===== src/rtl/csa_accumulator.sv =====
// Streaming multi-operand adder: 3:2 carry-save fold per accepted operand, segmented CPA resolve on last.
// Latency: last operand accepted at edge N -> out_valid after edge N+CPA_STAGES.
// Backpressure: in_ready low while resolving/holding a result; out_sum held until out_ready.
module csa_accumulator #(
    parameter int WIDTH      = 32,
    parameter int CPA_STAGES = 2
) (
    input  logic             clk,
    input  logic             rst,
    input  logic             in_valid,
    output logic             in_ready,
    input  logic [WIDTH-1:0] in_data,
    input  logic             in_last,
    output logic             out_valid,
    input  logic             out_ready,
    output logic [WIDTH-1:0] out_sum,
    output logic             busy
);

    localparam int SEG  = WIDTH / CPA_STAGES;
    localparam int SEGW = (CPA_STAGES > 1) ? $clog2(CPA_STAGES) : 1;
    localparam logic [SEGW-1:0] SEG_LAST = SEGW'(CPA_STAGES - 1);

    typedef enum logic [1:0] {
        IDLE,
        ACCUM,
        RESOLVE,
        DONE
    } state_t;

    state_t           state;
    state_t           state_nxt;
    logic [WIDTH-1:0] sum_r;
    logic [WIDTH-1:0] carry_r;
    logic [WIDTH-1:0] c_sh;
    logic [WIDTH-1:0] out_sum_r;
    logic [SEGW-1:0]  seg;
    logic             cin;
    logic             accept;
    logic             unload;
    logic [SEG-1:0]   seg_a;
    logic [SEG-1:0]   seg_b;
    logic [SEG:0]     seg_add;

    // Carry vector is weighted one bit up; the MSB carry falls off (mod 2^WIDTH).
    assign c_sh    = {carry_r[WIDTH-2:0], 1'b0};
    assign seg_a   = sum_r[int'(seg)*SEG +: SEG];
    assign seg_b   = c_sh[int'(seg)*SEG +: SEG];
    assign seg_add = {1'b0, seg_a} + {1'b0, seg_b} + {{SEG{1'b0}}, cin};
    assign out_sum = out_sum_r;

    always_ff @(posedge clk) begin
        if (rst) begin
            state <= IDLE;
        end else begin
            state <= state_nxt;
        end
    end

    always_comb begin
        state_nxt = state;
        in_ready  = 1'b0;
        out_valid = 1'b0;
        busy      = 1'b1;
        accept    = 1'b0;
        unload    = 1'b0;
        case (state)
            IDLE, ACCUM: begin
                in_ready = 1'b1;
                busy     = (state != IDLE);
                accept   = in_valid;
                if (in_valid) begin
                    state_nxt = in_last ? RESOLVE : ACCUM;
                end
            end
            RESOLVE: begin
                if (seg == SEG_LAST) begin
                    state_nxt = DONE;
                end
            end
            DONE: begin
                out_valid = 1'b1;
                unload    = out_ready;
                if (out_ready) begin
                    state_nxt = IDLE;
                end
            end
            default: state_nxt = IDLE;
        endcase
    end

    always_ff @(posedge clk) begin
        if (rst) begin
            sum_r     <= '0;
            carry_r   <= '0;
            out_sum_r <= '0;
            seg       <= '0;
            cin       <= 1'b0;
        end else begin
            if (accept) begin
                sum_r   <= sum_r ^ c_sh ^ in_data;
                carry_r <= (sum_r & c_sh) | (sum_r & in_data) | (c_sh & in_data);
                if (in_last) begin
                    seg <= '0;
                    cin <= 1'b0;
                end
            end
            if (state == RESOLVE) begin
                out_sum_r[int'(seg)*SEG +: SEG] <= seg_add[SEG-1:0];
                cin <= seg_add[SEG];
                seg <= (seg == SEG_LAST) ? '0 : seg + 1'b1;
            end
            if (unload) begin
                sum_r   <= '0;
                carry_r <= '0;
            end
        end
    end

endmodule

===== config.mk =====
export PLATFORM = sky130hd
export DESIGN_NAME = csa_accumulator
export DESIGN_NICKNAME = d
export VERILOG_FILES = /design/src/rtl/csa_accumulator.sv
export SDC_FILE = /design/constraint.sdc
export NUM_CORES = 1
export LEC_CHECK = 0
export ABC_AREA = 1
export BUFFER_PORTS_ARGS = -buffer_cell sky130_fd_sc_hd__buf_2
export CORE_MARGIN = 5
export CORE_UTILIZATION = 60
export CTS_CLUSTER_SIZE = 8
export DETAILED_ROUTE_END_ITERATION = 10
export PLACE_DENSITY = 0.87
export SYNTH_ARGS = -nofsm -noshare
export SYNTH_HDL_FRONTEND = slang
export SYNTH_SLANG_ARGS = --single-unit

===== constraint.sdc =====
create_clock -name clk -period 4.3 [get_ports clk]
set_clock_uncertainty 0.2 [all_clocks]
set_input_delay 0.86 -clock clk [delete_from_list [all_inputs] [get_ports clk]]
set_output_delay 0.86 -clock clk [all_outputs]
set_load 0.005 [all_outputs]

# Word-level counts from Yosys, hierarchy flattened
# Index checks and enable logic that the tools add are counted.
[totals]
regBits = 99
output_inout_bits = 35
[classes]
addsub = 4
eq_ne = 6
shift = 4
n_mux = 16
bitwise_logic = 7
n_reduce_logical = 8
[op_table]
columns = ["cell", "n"]
rows = [
  ["$and A31 B31 Y31", 3],
  ["$shiftx A32 B6 Y16", 2],
  ["$xor A32 B32 Y32", 2],
  ["$or A31 B31 Y31", 2],
  ["$neg A5 Y33", 1],
  ["$shift A16 B33 Y32 const A", 1],
  ["$shiftx A16 B33 Y32", 1],
  ["$bwmux W32", 1],
  ["$add A16 B16 Y17", 1],
  ["$add A17 B1 Y17", 1],
  ["$mux W1", 10],
  ["$mux W2", 4],
  ["$ne A2 B2 Y1 const B", 3],
  ["$pmux W2 S3", 1],
  ["$reduce_bool A2 Y1", 3],
  ["$eq A2 B2 Y1 const B", 2],
  ["$reduce_or A2 Y1", 2],
  ["$reduce_and A3 Y1", 1],
  ["$eq A2 B1 Y1 const B", 1],
  ["$logic_not A2 Y1", 1],
  ["$reduce_and A2 Y1", 1],
  ["$add A1 B1 Y1 const B", 1],
]

# Logic depth before layout (Yosys ltp)
[depth]
ltp_word = 5
ltp_mapped = 15
depth_no_buf = 15

# Worst setup path before layout
# Ideal clock, no wire load.
[synth_path]
path_kind = "register to register"
startpoint = "reg seg"
endpoint = "reg out_sum_r[24], in the netlist out_sum[24]"
setup_ps = 109
arrival_ps = 2299
slack_ps = 1692
path_stages_with_launch = 14
synth_period_minus_slack_ps = 2608
path_cell_list = "dfxtp_1 > clkbuf_1 > mux2i_1 > fa_1 > fa_1 > inv_1 > nand3_1 > nand3_1 > nand2_1 > nand2_1 > xnor2_1 > nand2_1 > nand2_1 > inv_1"
[synth_via]
elab_chain_len = 5
word_cells_on_any_way = 8
cone_classes = "add/sub: 3; shift: 4; mux: 1"
[synth_lines]
columns = ["element", "line_no", "rtl"]
rows = [
  ["start, declared", "37", "logic [SEGW-1:0] seg;"],
  ["start signal, assigned", "111", "seg <= (seg == SEG_LAST) ? '0 : seg + 1'b1;"],
  ["$shiftx A32 B6 Y16 (on tied branches)", "47, 48", ""],
  ["$add A16 B16 Y17", "49", "assign seg_add = {1'b0, seg_a} + {1'b0, seg_b} + {{SEG{1'b0}}, cin};"],
  ["$add A17 B1 Y17", "49", ""],
  ["$shiftx A16 B33 Y32", "109", "out_sum_r[int'(seg)*SEG +: SEG] <= seg_add[SEG-1:0];"],
  ["$bwmux W32 *", "109", ""],
  ["end signal, assigned by index", "109", ""],
  ["end, declared", "36", "logic [WIDTH-1:0] out_sum_r;"],
]
# Every way passes the cells marked *; elsewhere a longest branch is shown, timed or not.
# A chain may end at the register's enable or synchronous reset.

# Final worst setup path
[layout_path]
startpoint = "reg seg"
endpoint = "reg out_sum_r[29], in the netlist out_sum[29]"
# Same word-level chain as after synthesis.

==> results_tabular.tex <==
\begin{tabular}{lr}
\hline
Metric & Value \\
\hline
\multicolumn{2}{l}{\textbf{CTS}} \\
CTS buffer count & 9 \\
Post-CTS Resized & 0 \\
Maximum level of the CTS H-tree & 3 \\
Setup Fix Bufs, Post-CTS & 0 \\
CTS tree & built \\
Latest clock arrival within the worst-skew pair & 360 ps \\
Largest buffer count on any clock path & 2 \\
TritonCTS Sinks & 99 \\
Clock root cell & sky130\_fd\_sc\_hd\_\_clkbuf\_8 \\
Clock-pin slew reported for the worst setup and hold paths after clock tree synthesis & 100 ps \\
Post-CTS Hold Fix Bufs & 0 \\
\multicolumn{2}{l}{\textbf{Worst setup path}} \\
Critical-path cell list & buf\_4 -> inv\_2 -> or2\_2 -> o21ai\_0 -> inv\_1 -> ha\_1 -> nand2\_1 -> nor2\_1 -> nand2\_1 -> nand3\_1 -> nand2\_1 -> nand2\_1 -> nand2\_1 -> nand3\_1 -> nand2\_1 -> inv\_1 \\
Max FO, Critical Path & 34 \\
Reg2reg path depth & 16 \\
Critical path launch point type & register \\
Reg-to-reg slack, setup & 1170 ps \\
Worst setup path start & seg\$\_SDFFE\_PP0P\_ \\
FF-to-FF End & out\_sum[29]\$\_SDFFE\_PP0P\_ \\
Worst setup path class & register to register \\
Worst r2r src & seg\$\_SDFFE\_PP0P\_ \\
CP peak stage delay & 410 ps \\
Endpoint arrival time on the critical path & 3200 ps \\
Top cell by count, worst path & sky130\_fd\_sc\_hd\_\_nand2\_1 \\
Worst Path Required & 4370 ps \\
Nature of the critical path endpoint & register \\
Crit path max-delay cell type & sky130\_fd\_sc\_hd\_\_dfxtp\_1 \\
\multicolumn{2}{l}{\textbf{Final layout}} \\
Layout-stage area growth over the synthesis result & 9.13\% \\
Share of the core filled with cells in the final layout & 66.9\% \\
Layout cell share with drive strength beyond 1 & 12.3\% \\
Final net count & 920 \\
Filler cells & 771 \\
Footprint of the multi-input gates & 3150 um\^{}2 \\
ANT cells & 0 \\
Summed area of non-filler cells in the final layout & 6180 um\^{}2 \\
FF+latch area & 1980 um\^{}2 \\
\multicolumn{2}{l}{\textbf{Route}} \\
Vias after detailed routing & 5,186 \\
Routed via count divided by cell count & 5.35 \\
Routed WL per cell & 13.7 um \\
WL final & 13,300 um \\
Post-route ant nets & 0 \\
\# DRC & 0 \\
Total iterations of the first detailed-routing run & 6 \\
Iteration-0 DRC count of the detailed router & 366 \\
\multicolumn{2}{l}{\textbf{Power}} \\
Leakage power & 3.08 nW \\
Design internal power & 0.00133 W \\
Maximum ir drop on the vdd rail & 184 uV \\
Post-layout total power & 0.00192 W \\
Combinational power share & 17.7\% \\
Switching power as a share of total power & 31.0\% \\
Fraction of power consumed by sequential logic & 53.0\% \\
Clk network pwr share & 29.3\% \\
Areal power density over the cells & 311 nW/um\^{}2 \\
Switching Power & 0.000595 W \\
\multicolumn{2}{l}{\textbf{Logic synthesis}} \\
Post-synth top cells & 319 x sky130\_fd\_sc\_hd\_\_nand2\_1, 99 x sky130\_fd\_sc\_hd\_\_dfxtp\_1, 81 x sky130\_fd\_sc\_hd\_\_a21oi\_1, 81 x sky130\_fd\_sc\_hd\_\_inv\_1, 36 x sky130\_fd\_sc\_hd\_\_nand3\_1 \\
Synth Cell Area & 5660 um\^{}2 \\
Sequential cell area fraction in the yosys report & 35.0\% \\
Number of flops mapped to enable cells by yosys & 0 \\
Cell types with the largest area share after synthesis & sky130\_fd\_sc\_hd\_\_dfxtp\_1 35\%, sky130\_fd\_sc\_hd\_\_nand2\_1 21\%, sky130\_fd\_sc\_hd\_\_fa\_1 11\% \\
Post-synthesis async set-or-reset flop share & 0\% \\
Biggest area consumer among synthesized cells & sky130\_fd\_sc\_hd\_\_dfxtp\_1 \\
Net count after synthesis & 868 \\
Yosys warnings & 0 \\
Gate count of the mapped netlist & 783 \\
Synthesized area per cell & 7.23 um\^{}2 \\
Distinct cells, synth & 34 \\
Most used DFF post-synth & sky130\_fd\_sc\_hd\_\_dfxtp\_1 \\
Area share of the leading cell type in the synthesized netlist & 35.0\% \\
Synthesized flop and latch total & 99 \\
Count leader, synth & sky130\_fd\_sc\_hd\_\_nand2\_1 \\
\multicolumn{2}{l}{\textbf{Timing}} \\
Clock period minus worst slack & 3130 ps \\
Worst max-slew margin expressed relative to the limit & 31.6\% \\
Tcrit/Tclk final & 72.7\% \\
Achievable frequency & 320 MHz \\
Number of slew-limit violations in the final report & 0 \\
Count of final hold-check violations & 0 \\
Slew at the pin closest to its max-slew limit & 1020 ps \\
RSZ-0062 raised after global routing & false \\
Final number of setup-violating endpoints & 0 \\
Sum of negative setup slack & 0 ps \\
\multicolumn{2}{l}{\textbf{GRT}} \\
Wire length of the first global-routing pass & 22,800 um \\
Pin count of the biggest net entering global routing & 65 \\
Global route overflow & 0 \\
Total global-route track usage & 24.1\% \\
Vias in the first global route & 5,087 \\
Initial antenna violation count & 0 \\
\multicolumn{2}{l}{\textbf{Floorplan}} \\
Die boundary height & 107 um \\
Initial Utilization & 61.3\% \\
Placeable core area & 9240 um\^{}2 \\
Width of the chip & 107 um \\
Total I/O pin count & 72 \\
Die area & 11,500 um\^{}2 \\
Number of cell rows & 35 \\
\multicolumn{2}{l}{\textbf{Outcome}} \\
Outcome & finished, final reports clean \\
\multicolumn{2}{l}{\textbf{Placed design}} \\
Post-placement cell area & 6000 um\^{}2 \\
Weighted congestion reported at the end of routability-driven placement & 0.984 \\
Post-detailed-placement half-perimeter wirelength & 9660 um \\
IO Port Bufs & 71 \\
\multicolumn{2}{l}{\textbf{Min path}} \\
Min-delay worst type & register to register \\
Worst min-delay path endpoint & cin\$\_SDFFE\_PP0P\_ \\
Beginning of the worst hold path & cin\$\_SDFFE\_PP0P\_ \\
Worst Hold Path Cells & 2 \\
\multicolumn{2}{l}{\textbf{Flow run}} \\
Max-cap violation count & 0 \\
\hline
\end{tabular}
-- cells in the final DEF, fill, tap and decap left out, drive strengths merged, types with 2 or more instances in the layout --
master and instances:
o21bai 4, nand2 321, a21oi 81, inv 88, clkbuf 11, o211ai 6
nor3 4, clkinvlp 2, buf 74, clkinv 2, fa 32, dfxtp 99
o21a 17, ha 16, nand4 3, or2 4, nor2 17, xnor2 3
nand3 36, o21ai 16
-- critical path, delay by kind of cell (launching register included) --
family	cells	cell delay, ps
and+or+nand+nor	10	1140
buffers and inverters	4	790
DFF	1	410
adders and majority gates	1	330
AOI/OAI and AO/OA	1	160
-- logic make-up after synthesis --
group	share of synthesized area (%)
xor+xnor	0.619
buf+inv	9.37
simple gates	27.3
flops	35.0
compound gates	12.7
fa+ha+maj	14.8
mux	0.177
-- state kept, by name, summed over array words and instances, names as in the netlist --
| name | count |
|---|---|
| sum_r | 32 |
| state | 2 |
| cin | 1 |
| seg | 1 |
| out_sum | 32 |
| carry_r | 31 |
-- layout make-up --
class                   count  area share (%)
multi-input cells         564            51.0
flip-flops and latches     99            32.1
repair buffers             74            6.11
inverters                  87            5.32
well taps                 129            2.61
clock buffers              11            2.29
clock inverters             5           0.607
-- layer usage --
layer / GRT usage [%] / vias up / wire, um
met5: 0 / - / 0
met4: 9.95 / 0 / 262
met3: 4.21 / 32 / 799
met2: 42.0 / 204 / 6720
met1: 29.3 / 2383 / 5530
li1: - / 2567 / -
-- worst max-delay path by stage --
stage,endpoint,slack (ps)
after floorplan,out_sum[24]$_SDFFE_PP0P_,1690
after global placement,out_sum[29]$_SDFFE_PP0P_,1460
after detailed placement,out_sum[29]$_SDFFE_PP0P_,1260
after CTS,out_sum[29]$_SDFFE_PP0P_,1240
after global routing,out_sum[27]$_SDFFE_PP0P_,940
final,out_sum[29]$_SDFFE_PP0P_,1170
-- power groups by stage --
stage / combinational [W] / clock [W] / sequential [W]
after floorplan: 0.000245 / 0 / 0.00103
after global placement: 0.000321 / 0 / 0.00104
after detailed placement: 0.000336 / 0 / 0.00104
after CTS: 0.000339 / 0.000566 / 0.00102
after global routing: 0.000390 / 0.000607 / 0.00103
final: 0.000340 / 0.000563 / 0.00102
-- metrics by stage --
step                      hold WS [ps]  worst slack [ps]  cells
after floorplan                    238              1690    783
after global placement             264              1460    953
after detailed placement           262              1260    953
after CTS                          277              1240    969
after global routing               318               936    969
final                              276              1170    969
Power figures use the tool's default switching activity.
